[config.mk]
export PLATFORM = sky130hd
export DESIGN_NAME = periph_apb_bridge_flat
export DESIGN_NICKNAME = d
export VERILOG_FILES = /design/src/rtl/periph_apb_bridge_if.sv /design/src/rtl/periph_apb_bridge.sv /design/src/flat_wrapper.sv
export SDC_FILE = /design/constraint.sdc
export NUM_CORES = 1
export LEC_CHECK = 0
export CAP_MARGIN = 20
export CORE_AREA = 2 2 187 189
export DETAILED_ROUTE_END_ITERATION = 10
export DIE_AREA = 0 0 189 191
export HOLD_SLACK_MARGIN = 0.03
export MAX_ROUTING_LAYER = met4
export REMOVE_ABC_BUFFERS = 1
export SYNTH_ARGS = -nofsm -noshare
export SYNTH_HDL_FRONTEND = slang
export SYNTH_SLANG_ARGS = --single-unit
[constraint.sdc]
create_clock -name clk -period 1.75 [get_ports clk]
set_input_delay 0.2625 -clock clk [delete_from_list [all_inputs] [get_ports clk]]
set_output_delay 0.2625 -clock clk [all_outputs]
set_load 0.02 [all_outputs]
[src/rtl/periph_apb_bridge_if.sv]
// Core-side request/response channel of the peripheral APB bridge.
// The requester uses the master modport; the bridge uses the slave modport.
interface periph_apb_bridge_if #(
    parameter int ADDR_WIDTH = 32,
    parameter int DATA_WIDTH = 32
);
    logic                  req_i;
    logic [ADDR_WIDTH-1:0] addr_i;
    logic                  we_i;
    logic [DATA_WIDTH-1:0] wdata_i;
    logic                  gnt_o;
    logic                  rvalid_o;
    logic [DATA_WIDTH-1:0] rdata_o;
    logic                  err_o;

    modport master (
        output req_i, addr_i, we_i, wdata_i,
        input  gnt_o, rvalid_o, rdata_o, err_o
    );

    modport slave (
        input  req_i, addr_i, we_i, wdata_i,
        output gnt_o, rvalid_o, rdata_o, err_o
    );
endinterface

[src/rtl/periph_apb_bridge.sv]
// Single-master bridge from the core data interface onto the peripheral APB.
// Decodes 0x1A10_0000..0x1A10_8FFF into a one-hot slave select (4 KiB per
// slave), sequences SETUP/ACCESS and answers unmapped addresses locally with
// an error. Address decode assumes APB_ADDR_WIDTH >= 32.
// Optional feature macro: APB_BRIDGE_TIMEOUT_EN (ACCESS-phase wait limit).
module periph_apb_bridge #(
    parameter int APB_ADDR_WIDTH = 32,
    parameter int APB_DATA_WIDTH = 32,
    parameter int NB_SLAVES      = 9,
    parameter int TIMEOUT_CYCLES = 256
) (
    input  logic                                clk,
    input  logic                                rst,
    periph_apb_bridge_if.slave                  core,
    output logic [APB_ADDR_WIDTH-1:0]           paddr_o,
    output logic [APB_DATA_WIDTH-1:0]           pwdata_o,
    output logic                                pwrite_o,
    output logic [NB_SLAVES-1:0]                psel_o,
    output logic                                penable_o,
    input  logic [NB_SLAVES*APB_DATA_WIDTH-1:0] prdata_i,
    input  logic [NB_SLAVES-1:0]                pready_i,
    input  logic [NB_SLAVES-1:0]                pslverr_i
);

    localparam logic [1:0] ST_IDLE   = 2'd0;
    localparam logic [1:0] ST_SETUP  = 2'd1;
    localparam logic [1:0] ST_ACCESS = 2'd2;
    localparam logic [1:0] ST_RESP   = 2'd3;

    logic [1:0]                state_q,   state_d;
    logic [APB_ADDR_WIDTH-1:0] addr_q,    addr_d;
    logic [APB_DATA_WIDTH-1:0] wdata_q,   wdata_d;
    logic                      we_q,      we_d;
    logic [NB_SLAVES-1:0]      psel_q,    psel_d;
    logic                      penable_q, penable_d;
    logic                      rvalid_q,  rvalid_d;
    logic                      err_q,     err_d;
    logic [APB_DATA_WIDTH-1:0] rdata_q,   rdata_d;

    logic                      gnt_s;
    logic [NB_SLAVES-1:0]      dec_sel_s;
    logic [APB_DATA_WIDTH-1:0] prdata_sel_s;
    logic                      pready_sel_s;
    logic                      pslverr_sel_s;

`ifdef APB_BRIDGE_TIMEOUT_EN
    localparam int CNT_W = (($clog2(TIMEOUT_CYCLES) + 1) > 8) ? ($clog2(TIMEOUT_CYCLES) + 1) : 8;
    localparam logic [CNT_W-1:0] CNT_LAST = CNT_W'(TIMEOUT_CYCLES - 1);
    logic [CNT_W-1:0] wait_cnt_q, wait_cnt_d;
`else
    // Without the wait counter the timeout length has no effect; keep it
    // referenced so the parameter list stays identical across builds.
    if (TIMEOUT_CYCLES < 1) begin : g_timeout_unused
    end
`endif

    // Address map decode: one 4 KiB window per slave above 0x1A10_0000; DEBUG
    // at 0x1A11_xxxx has no select line and falls out as unmapped.
    always_comb begin
        dec_sel_s = '0;
        if (core.addr_i[31:16] == 16'h1A10) begin
            for (int k = 0; k < NB_SLAVES; k++) begin
                if (core.addr_i[15:12] == 4'(k)) begin
                    dec_sel_s[k] = 1'b1;
                end else begin
                    dec_sel_s[k] = 1'b0;
                end
            end
        end else begin
            dec_sel_s = '0;
        end
    end

    // Observe only the selected slave's ready, error and read data.
    always_comb begin
        prdata_sel_s  = '0;
        pready_sel_s  = |(pready_i & psel_q);
        pslverr_sel_s = |(pslverr_i & psel_q);
        for (int k = 0; k < NB_SLAVES; k++) begin
            if (psel_q[k]) begin
                prdata_sel_s = prdata_sel_s | prdata_i[k*APB_DATA_WIDTH +: APB_DATA_WIDTH];
            end else begin
                prdata_sel_s = prdata_sel_s;
            end
        end
    end

    // Transfer FSM and next-state values of every registered output.
    always_comb begin
        state_d   = state_q;
        addr_d    = addr_q;
        wdata_d   = wdata_q;
        we_d      = we_q;
        psel_d    = psel_q;
        penable_d = penable_q;
        rvalid_d  = 1'b0;
        err_d     = err_q;
        rdata_d   = rdata_q;
        gnt_s     = 1'b0;
`ifdef APB_BRIDGE_TIMEOUT_EN
        wait_cnt_d = wait_cnt_q;
`endif
        case (state_q)
            ST_IDLE: begin
                gnt_s = core.req_i & ~rst;
                if (gnt_s) begin
                    addr_d  = core.addr_i;
                    wdata_d = core.wdata_i;
                    we_d    = core.we_i;
                    if (|dec_sel_s) begin
                        psel_d  = dec_sel_s;
                        state_d = ST_SETUP;
                    end else begin
                        // Unmapped: answer locally, never touch the bus.
                        rvalid_d = 1'b1;
                        err_d    = 1'b1;
                        rdata_d  = '0;
                        state_d  = ST_RESP;
                    end
                end else begin
                    state_d = ST_IDLE;
                end
            end
            ST_SETUP: begin
                penable_d = 1'b1;
                state_d   = ST_ACCESS;
`ifdef APB_BRIDGE_TIMEOUT_EN
                wait_cnt_d = '0;
`endif
            end
            ST_ACCESS: begin
                if (pready_sel_s) begin
                    rvalid_d  = 1'b1;
                    err_d     = pslverr_sel_s;
                    rdata_d   = we_q ? '0 : prdata_sel_s;
                    psel_d    = '0;
                    penable_d = 1'b0;
                    state_d   = ST_RESP;
                end else begin
`ifdef APB_BRIDGE_TIMEOUT_EN
                    if (wait_cnt_q == CNT_LAST) begin
                        rvalid_d  = 1'b1;
                        err_d     = 1'b1;
                        rdata_d   = '0;
                        psel_d    = '0;
                        penable_d = 1'b0;
                        state_d   = ST_RESP;
                    end else begin
                        wait_cnt_d = wait_cnt_q + 1'b1;
                        state_d    = ST_ACCESS;
                    end
`else
                    state_d = ST_ACCESS;
`endif
                end
            end
            ST_RESP: begin
                state_d = ST_IDLE;
            end
            default: begin
                psel_d    = '0;
                penable_d = 1'b0;
                state_d   = ST_IDLE;
            end
        endcase
    end

    // State and output registers with synchronous reset.
    always_ff @(posedge clk) begin
        if (rst) begin
            state_q   <= ST_IDLE;
            addr_q    <= '0;
            wdata_q   <= '0;
            we_q      <= 1'b0;
            psel_q    <= '0;
            penable_q <= 1'b0;
            rvalid_q  <= 1'b0;
            err_q     <= 1'b0;
            rdata_q   <= '0;
`ifdef APB_BRIDGE_TIMEOUT_EN
            wait_cnt_q <= '0;
`endif
        end else begin
            state_q   <= state_d;
            addr_q    <= addr_d;
            wdata_q   <= wdata_d;
            we_q      <= we_d;
            psel_q    <= psel_d;
            penable_q <= penable_d;
            rvalid_q  <= rvalid_d;
            err_q     <= err_d;
            rdata_q   <= rdata_d;
`ifdef APB_BRIDGE_TIMEOUT_EN
            wait_cnt_q <= wait_cnt_d;
`endif
        end
    end

    assign core.gnt_o    = gnt_s;
    assign core.rvalid_o = rvalid_q;
    assign core.rdata_o  = rdata_q;
    assign core.err_o    = err_q;
    assign paddr_o       = addr_q;
    assign pwdata_o      = wdata_q;
    assign pwrite_o      = we_q;
    assign psel_o        = psel_q;
    assign penable_o     = penable_q;

endmodule

[src/flat_wrapper.sv]
// flat-port wrapper written by rule: the top's interface ports become plain ports
module periph_apb_bridge_flat 
#(
    parameter int APB_ADDR_WIDTH = 32,
    parameter int APB_DATA_WIDTH = 32,
    parameter int NB_SLAVES      = 9,
    parameter int TIMEOUT_CYCLES = 256
)
  (clk, rst, paddr_o, pwdata_o, pwrite_o, psel_o, penable_o, prdata_i, pready_i, pslverr_i, core_req_i, core_addr_i, core_we_i, core_wdata_i, core_gnt_o, core_rvalid_o, core_rdata_o, core_err_o);
  periph_apb_bridge_if #(.ADDR_WIDTH((32)), .DATA_WIDTH((32))) core_i ();
  input  logic clk;
  input  logic rst;
  output logic [APB_ADDR_WIDTH-1:0] paddr_o;
  output logic [APB_DATA_WIDTH-1:0] pwdata_o;
  output logic pwrite_o;
  output logic [NB_SLAVES-1:0] psel_o;
  output logic penable_o;
  input  logic [NB_SLAVES*APB_DATA_WIDTH-1:0] prdata_i;
  input  logic [NB_SLAVES-1:0] pready_i;
  input  logic [NB_SLAVES-1:0] pslverr_i;
  input wire logic [$bits(core_i.req_i)-1:0] core_req_i;
  input wire logic [$bits(core_i.addr_i)-1:0] core_addr_i;
  input wire logic [$bits(core_i.we_i)-1:0] core_we_i;
  input wire logic [$bits(core_i.wdata_i)-1:0] core_wdata_i;
  output wire logic [$bits(core_i.gnt_o)-1:0] core_gnt_o;
  output wire logic [$bits(core_i.rvalid_o)-1:0] core_rvalid_o;
  output wire logic [$bits(core_i.rdata_o)-1:0] core_rdata_o;
  output wire logic [$bits(core_i.err_o)-1:0] core_err_o;
  assign core_i.req_i = core_req_i;
  assign core_i.addr_i = core_addr_i;
  assign core_i.we_i = core_we_i;
  assign core_i.wdata_i = core_wdata_i;
  assign core_gnt_o = core_i.gnt_o;
  assign core_rvalid_o = core_i.rvalid_o;
  assign core_rdata_o = core_i.rdata_o;
  assign core_err_o = core_i.err_o;
  periph_apb_bridge #(.APB_ADDR_WIDTH(APB_ADDR_WIDTH), .APB_DATA_WIDTH(APB_DATA_WIDTH), .NB_SLAVES(NB_SLAVES), .TIMEOUT_CYCLES(TIMEOUT_CYCLES)) u_core (.clk(clk), .rst(rst), .core(core_i), .paddr_o(paddr_o), .pwdata_o(pwdata_o), .pwrite_o(pwrite_o), .psel_o(psel_o), .penable_o(penable_o), .prdata_i(prdata_i), .pready_i(pready_i), .pslverr_i(pslverr_i));
endmodule
== Word-level counts from Yosys, hierarchy flattened ==
Index checks and enable logic that the tools add are counted.
Widths: inputs -> output; s select.

* Equality and inequality tests: 16
* Muxes and demuxes: 43
* Bitwise gates (word level): 12
* Reduce and logical (&&, ||, !) cells: 11

{| class="wikitable"
|+ Operators with widths
! kind !! number
|-
| $mux 32 || 13
|-
| $or 32x32->32 || 8
|-
| $pmux 32 s2 || 1
|-
| $mux 9 || 4
|-
| $reduce_or 9->1 || 3
|-
| $and 9x9->9 || 2
|-
| $mux 1 || 18
|-
| $pmux 9 s2 || 1
|-
| $eq 16x13->1 const B || 1
|-
| $eq 4x3->1 const B || 4
|-
| $eq 4x2->1 const B || 2
|-
| $pmux 2 s4 || 1
|-
| $reduce_and 4->1 || 2
|-
| $ne 2x1->1 const B || 3
|-
| $pmux 1 s2 || 3
|-
| $eq 2x2->1 const B || 2
|-
| $eq 4x1->1 const B || 1
|-
| $eq 4x4->1 const B || 1
|-
| $logic_not 4->1 || 1
|-
| $mux 2 || 2
|-
| $reduce_and 2->1 || 2
|-
| $reduce_bool 2->1 || 2
|-
| $eq 2x1->1 const B || 1
|-
| $logic_not 2->1 || 1
|-
| other kinds (3) || 3
|}

* Register bits: 111
* Input bits: 374
* Output and inout port bits: 110
* Word-level logic and storage cells: 91

== Logic depth before layout (Yosys ltp) ==
Gate-level depths: netlist of run 1.

* Depth after elaboration: 20
* Mapped depth: 9

== Worst setup path after synthesis of run 1 ==
Ideal clock, no wire load.

* Kind: reg2reg
* From: register u_core.psel_q[7] (netlist: u_core.psel_o[7])
* To: register u_core.psel_q[7] (netlist: u_core.psel_o[7])
* Data arrival time: 1.795 ns
* Data required time: 1.629 ns
* Path slack: -0.165 ns
* Stages on the path, launching flop included: 8
* Path buffers: 2
* Clock period less this slack: 1.915 ns
* Cells stage by stage: dfxtp_1 -> clkbuf_1 -> a222oi_1 -> nand2_1 -> o22a_1 -> buf_2 -> nand2_2 -> mux2_2

* Cells in the longest elaborated chain, start to end: 4

{| class="wikitable"
|+ Ends and longest elaborated chain
! element !! line !! RTL
|-
| start, declared || periph_apb_bridge.sv:34 || <nowiki>logic [NB_SLAVES-1:0] psel_q, psel_d;</nowiki>
|-
| start signal, assigned || periph_apb_bridge.sv:188 || <nowiki>psel_q <= psel_d;</nowiki>
|-
| $and 9x9->9 || periph_apb_bridge.sv:77 || <nowiki>pready_sel_s = |(pready_i & psel_q);</nowiki>
|-
| $reduce_or 9->1 || periph_apb_bridge.sv:77 ||
|-
| $ne 2x1->1 (no source line) || n/a ||
|-
| $reduce_and 4->1 (no source line) || n/a ||
|}

Every way passes these cells.
A chain may end at the register's enable or synchronous reset.

== Worst setup path in the final report of run 1 ==
* From: register u_core.state_q[0]
* To: register u_core.psel_q[4] (netlist: u_core.psel_o[4])

* Cells in the longest elaborated chain, start to end: 3

{| class="wikitable"
|+ Ends and longest elaborated chain
! element !! line !! RTL
|-
| start, declared || periph_apb_bridge.sv:30 || <nowiki>logic [1:0] state_q, state_d;</nowiki>
|-
| start signal, assigned || periph_apb_bridge.sv:184 || <nowiki>state_q <= state_d;</nowiki>
|-
| $eq 2x2->1 / $logic_not 2->1 (equally long branches) || periph_apb_bridge.sv:103 || <nowiki>case (state_q)</nowiki>
|-
| $ne 2x1->1 (no source line) / $reduce_bool 2->1 (equally long branches) || n/a ||
|-
| $reduce_and 4->1 (no source line) || n/a ||
|}

Several ways; a longest one is shown, not always the timed one.

==> flow_summary.json, run 1 <==
{
  "place_congestion": 0.922,
  "synth-xor-area-share_pct": 0,
  "synth_warnings": 0,
  "worstPathArrival_ns": 1.95,
  "area_delta_synth_final_pct": 108,
  "worstReg2RegEnd": "u_core.psel_o[4]$_SDFFE_PP0P_",
  "rsz0062_at_grt": "yes",
  "hold_violations": 0,
  "yosys.area.top_type_share_pct": 38.9,
  "clk_latency_ns": 0.35,
  "place_ws_ns": -0.620,
  "fin_cells": 1663,
  "cts_tree": "done",
  "ys_ff_latch": 111,
  "core_area_um2": 34100,
  "ios": 484,
  "max-cap-violations": 0,
  "wl_per_cell_um": 20.0,
  "crit_family": "simple AND/OR/NAND/NOR gates",
  "crit_chain": "inv_4 > ha_4 > or4b_4 > or4_1 > mux2i_1",
  "dieArea_um2": 36100,
  "crit_type": "register to register",
  "cts_sinks": 111,
  "leakagePower_nw": 4.39,
  "grt_pass1_wl_mm": 48.2,
  "ctsHoldBuffers": 0,
  "utilization_pct": 34.9,
  "synth-compound-area-share_pct": 28.8,
  "hp-class": "input pin to register",
  "reg2regPathDepth": 5,
  "crit_buf_inv": 1,
  "ys_types": 41,
  "status": "complete, no violations",
  "finClkSkew_ns": 0.0113,
  "rows": 68,
  "critPathRequiredTime_ns": 2.02,
  "syn-mean-instance-area_um2": 7.83,
  "rr_startpoint": "u_core.state_q[0]$_SDFF_PP0_",
  "drt-total-wl_mm": 33.3,
  "grt_pass1_vias": 7768,
  "crit_path_start_kind": "register",
  "die_width_um": 189,
  "grt.total_usage_pct": 17.9,
  "yosys-top-cells-area": "dfxtp_1 39%, nand2_1 12%, nand3_1 8.8%, a222oi_1 5.8%, a221oi_1 5.1%",
  "htree_levels": 3,
  "first_pass_iters": 6,
  "critical-path-max-stage-delay_ns": 0.51,
  "muxShareOfSynthArea_pct": 1.25,
  "slew_headroom_pct": 65.4,
  "reg2reg_setup_slack_ns": 0.07,
  "dr_total_vias": 7754,
  "timing.fmax_ghz": 0.594,
  "power_density_nw_per_um2": 580,
  "fin_ws_ns": 0.0663,
  "synth_fa_ha_area_share_pct": 0.657,
  "grt_overflow_total": 0,
  "critical_path.slowest_cell": "or4b_4",
  "total_power_mw": 6.90,
  "critPathCapture": "u_core.psel_o[4]$_SDFFE_PP0P_",
  "cts_buffer_depth": 2,
  "start_util_pct": 16.7,
  "period_needed_ns": 1.68,
  "crit_cells": 5,
  "crit_start": "u_core.state_q[0]$_SDFF_PP0_",
  "placed_cells": 1642,
  "nNetsFinal": 1579,
  "drc": 0,
  "yosysTopAreaCell": "dfxtp_1",
  "netlist_instances": 729,
  "setup.worst_path.end_class": "register",
  "cts_root_buf": "clkbuf_16",
  "final_layout_size_suffix_gt1_share_pct": 10.9,
  "netlist_area_um2": 5710,
  "numCtsBuffers": 9,
  "dp_hpwl_mm": 25.4,
  "grt_max_degree": 70,
  "vias_per_cell": 4.66,
  "antenna_found_initial": 1,
  "ir_drop_mv": 0.504,
  "port_buffers": 483,
  "synth_top_family_by_area": "compound AO/OA/AOI/OAI gates",
  "die_h_um": 191,
  "worst_pin_slew_ns": 0.519,
  "drv_slew": 0,
  "min_period_over_period_pct": 96.2,
  "synthSimpleGateAreaFrac_pct": 24.7,
  "setup_viol": 0,
  "postRouteAntennaNets": 0,
  "cp_max_fo": 4,
  "ys_seq_area_share_pct": 38.9,
  "clkSlewWorstSetupHoldPaths_ns": 0.08,
  "drt_iter0_markers": 543
}
-- how the worst min path moves through the flow --
stage | from | end | slack (ns) | cells past startpoint
2_1_floorplan | rst | u_core.core.rvalid_o$_SDFF_PP0_ | 0.33 | 1
4_1_cts | core_addr_i[22] | u_core.paddr_o[22]$_SDFFE_PP0P_ | 0.09 | 3
5_1_grt | core_addr_i[22] | u_core.paddr_o[22]$_SDFFE_PP0P_ | 0.09 | 3
3_3_place_gp | u_core.pwdata_o[11]$_SDFFE_PP0P_ | u_core.pwdata_o[11]$_SDFFE_PP0P_ | 0.44 | 2
6_report | core_addr_i[22] | u_core.paddr_o[22]$_SDFFE_PP0P_ | 0.11 | 3
3_5_place_dp | u_core.paddr_o[30]$_SDFFE_PP0P_ | u_core.paddr_o[30]$_SDFFE_PP0P_ | 0.44 | 2
-- timing repair --
action / 4_1_cts / 5_1_grt
setup buffers: 2 / 2
resized for setup: 74 / 46
setup endpoints to repair: 50 / 107
pin swaps: 8 / 6
-- layout make-up --
| type | instances | area, µm² |
|---|---|---|
| Fill cell | 3531 | 22200 |
| Timing Repair Buffer | 541 | 5420 |
| Multi-Input combinational cell | 533 | 3340 |
| Sequential cell | 111 | 2240 |
| Tap cell | 455 | 569 |
| Clock buffer | 10 | 229 |
| Clock inverter | 6 | 77.6 |
| Inverter | 6 | 26.3 |
| Antenna cell | 1 | 2.50 |
-- per-layer routing --
layer	wire (µm)	global-route usage, %	up-vias	share of wire [%]
met5	0	-	-	0
met3	1770	3.18	46	5.3
met2	16900	31.3	302	51
li1	-	-	3699	-
met4	622	4.69	0	1.9
met1	14000	21.2	3707	42
-- flip-flops by register name (all words and copies together), names as in the netlist --
| signal | flops |
|---|---|
| u_core.psel_o | 9 |
| u_core.pwrite_o | 1 |
| u_core.core.rvalid_o | 1 |
| u_core.core.err_o | 1 |
| u_core.core.rdata_o | 32 |
| u_core.state_q | 2 |
| u_core.pwdata_o | 32 |
| u_core.penable_o | 1 |
| u_core.paddr_o | 32 |
-- tightest hold or removal path: stages --
cell and delay [ns]:
buf_6 0.08, nand2_1 0.04, nand2_1 0.05
-- power by group --
part	internal [mW]	switching [mW]
combinational	1.17	0.814
clock	1.14	1.05
sequential	2.66	0.0687
-- per-stage QoR --
| step | hold WS (ns) | TNS, ns | instance area, µm² |
|---|---|---|---|
| final | 0.114 | 0 | 11900 |
| after global routing | 0.0897 | -0.190 | 11900 |
| after CTS | 0.0905 | -0.0241 | 11700 |
| after detailed placement | 0.444 | -34.09 | 11400 |
| after global placement | 0.441 | -31.95 | 11400 |
| after floorplan | 0.332 | -148.09 | 5410 |
-- synthesized netlist by cell type, drive strengths merged --
master and number:
inv 6, and2 1, clkbuf 66, buf 13
o22a 2, o31ai 1, nor3 3, a22oi 38
nor2b 3, a31oi 32, nand2 181, and4bb 3
nor3b 2, nand2b 2, a222oi 33, or4b 1
a221oi 33, dfxtp 111, a21oi 4, and3 1
or4 1, o21a 1, a211oi 1, nor2 2
mux2i 6, mux2 1, nor4 2, ha 3
nor4b 2, a31o 2, nand3 100, nand4 3
nand3b 1, o21ai 35, a22o 32, o22ai 1
-- cells by family after synthesis --
| logic type | Yosys count |
|---|---|
| AND/OR/NAND/NOR | 308 |
| AO/OA/AOI/OAI | 215 |
| flip-flops | 111 |
| buffers and inverters | 85 |
| multiplexers | 7 |
| adder cells (fa/ha/maj) | 3 |
-- cell usage in the layout, fill, tap and decap left out, drive strengths merged, types with 3 or more instances in the layout --
cell,count
and4bb,3
nor3,3
a22o,32
a21oi,4
nand4,3
nor2b,3
mux2i,6
a22oi,38
inv,7
clkdlybuf4s15,4
a222oi,33
clkinv,3
clkbuf,10
ha,3
nand3,100
nand2,181
dlygate4sd2,10
a221oi,33
clkdlybuf4s50,457
buf,69
a31oi,32
o21ai,35
dfxtp,111
(Power assumes the default switching activity.)
==> inputs of run 2 (changes only) <==
--- a/config.mk
+++ b/config.mk
@@ -12,6 +12,7 @@
 export HOLD_SLACK_MARGIN = 0.03
 export MAX_ROUTING_LAYER = met4
 export REMOVE_ABC_BUFFERS = 1
+export SKIP_LAST_GASP = 1
 export SYNTH_ARGS = -nofsm -noshare
 export SYNTH_HDL_FRONTEND = slang
 export SYNTH_SLANG_ARGS = --single-unit
==> flow_summary.json, run 2 (same netlist as run 1, synthesis figures left out) <==
{
  "grt.total_usage_pct": 17.9,
  "setup_viol": 1,
  "grt_pass1_vias": 7768,
  "place_ws_ns": -0.620,
  "reg2reg_setup_slack_ns": -0.002,
  "min_period_over_period_pct": 100,
  "leakagePower_nw": 4.48,
  "power_density_nw_per_um2": 583,
  "drv_slew": 0,
  "grt_pass1_wl_mm": 48.2,
  "mostFrequentLayoutCells": "457 x clkdlybuf4s50_1, 179 x nand2_1, 100 x nand3_1, 100 x dfxtp_1, 41 x buf_4",
  "crit_start": "u_core.psel_o[7]$_SDFFE_PP0P_",
  "drc": 0,
  "hp-class": "input pin to register",
  "period_needed_ns": 1.75,
  "place_congestion": 0.922,
  "clk_latency_ns": 0.35,
  "postRouteAntennaNets": 0,
  "cts_buffer_depth": 2,
  "htree_levels": 3,
  "first_pass_iters": 6,
  "violations": "setup timing",
  "clkSlewWorstSetupHoldPaths_ns": 0.08,
  "ios": 484,
  "setup_tns_ns": -0.00249,
  "final_layout_size_suffix_gt1_share_pct": 13.0,
  "core_area_um2": 34100,
  "cp_max_fo": 27,
  "vias_per_cell": 4.67,
  "die_h_um": 191,
  "numCtsBuffers": 9,
  "dp_hpwl_mm": 25.4,
  "timing.fmax_ghz": 0.571,
  "port_buffers": 483,
  "rr_startpoint": "u_core.psel_o[7]$_SDFFE_PP0P_",
  "ctsHoldBuffers": 0,
  "fin_ws_ns": -0.00249,
  "fillers": 3518,
  "nNetsFinal": 1583,
  "antenna_found_initial": 1,
  "finClkSkew_ns": 0.0122,
  "worst_pin_slew_ns": 0.517,
  "ir_drop_mv": 0.506,
  "hold_violations": 0,
  "final_common_cell": "clkdlybuf4s50_1",
  "die_width_um": 189,
  "max-cap-violations": 0,
  "slew_headroom_pct": 65.5,
  "grt_max_degree": 70,
  "start_util_pct": 16.7,
  "grt_overflow_total": 0,
  "drt_iter0_markers": 541,
  "hp-start": "core_addr_i[22]",
  "status": "complete, but fails checks",
  "area_delta_synth_final_pct": 111,
  "dr_total_vias": 7782,
  "cts_sinks": 111,
  "cts_tree": "done",
  "drt-total-wl_mm": 33.9,
  "cts_root_buf": "clkbuf_16",
  "rows": 68,
  "dieArea_um2": 36100,
  "crit_type": "register to register",
  "setup.worst_path.end_class": "register",
  "critPathRequiredTime_ns": 2.00,
  "worstPathArrival_ns": 2.00,
  "wl_per_cell_um": 20.4,
  "rsz0062_at_grt": "yes",
  "crit_path_start_kind": "register"
}
run 2: path summary, 6_finish.rpt:
check	endpoint	cells after the start
setup / recovery	u_core.core.rdata_o[20]$_SDFFE_PP0P_	8
hold / removal	u_core.paddr_o[22]$_SDFFE_PP0P_	3
setup reg to reg	u_core.core.rdata_o[20]$_SDFFE_PP0P_	8
hold reg to reg	u_core.paddr_o[30]$_SDFFE_PP0P_	2
run 2: final cells by class:
class,count,area [µm²],share of cell area (%)
diodes,1,2.50,0.0208
clock buffers,10,229,1.91
clock inverters,6,77.6,0.645
inverters,6,23.8,0.198
multi-input cells,533,3390,28.2
flip-flops and latches,111,2240,18.6
well taps,455,569,4.74
repair buffers,545,5490,45.6
run 2: critical path: stages, from the launching register on:
cell and delay, ns:
dfxtp_4 0.36, buf_4 0.14, buf_12 0.15, a22o_1 0.21, a221oi_1 0.35, buf_4 0.18, a31oi_1 0.08, nand3_1 0.11
o21ai_2 0.05
run 2: repair_timing:
| action | CTS | global route |
|---|---|---|
| setup endpoints to repair | 50 | 107 |
| pin swaps | 8 | 16 |
| endpoints found under the hold margin | 0 | 0 |
| gates cloned | 0 | 3 |
| setup buffers | 2 | 3 |
| gates resized for setup | 72 | 79 |
run 2: report_power, final:
part           switching (mW)  internal [mW]
sequential             0.0681           2.66
clock                    1.06           1.14
combinational           0.874           1.20
total                    2.00           5.00
run 2: routing by layer:
layer  vias to the layer above  GRT usage [%]  wire [µm]
li1                       3707              -          -
met1                      3731           21.2      14200
met2                       305           31.3      17300
met3                        39           3.18       1870
met4                         0           4.69        571
met5                         -              -          0
run 2: stage by stage:
stage	utilization (%)	instances	area [µm²]	power [mW]	hold slack, ns
2_1_floorplan	-	650	5410	3.28	0.332
3_3_place_gp	33.5	1642	11400	4.71	0.441
3_5_place_dp	33.5	1642	11400	4.72	0.444
4_1_cts	34.4	1660	11700	7.00	0.0905
5_1_grt	35.2	1667	12000	7.33	0.0897
6_report	35.2	1667	12000	7.01	0.110
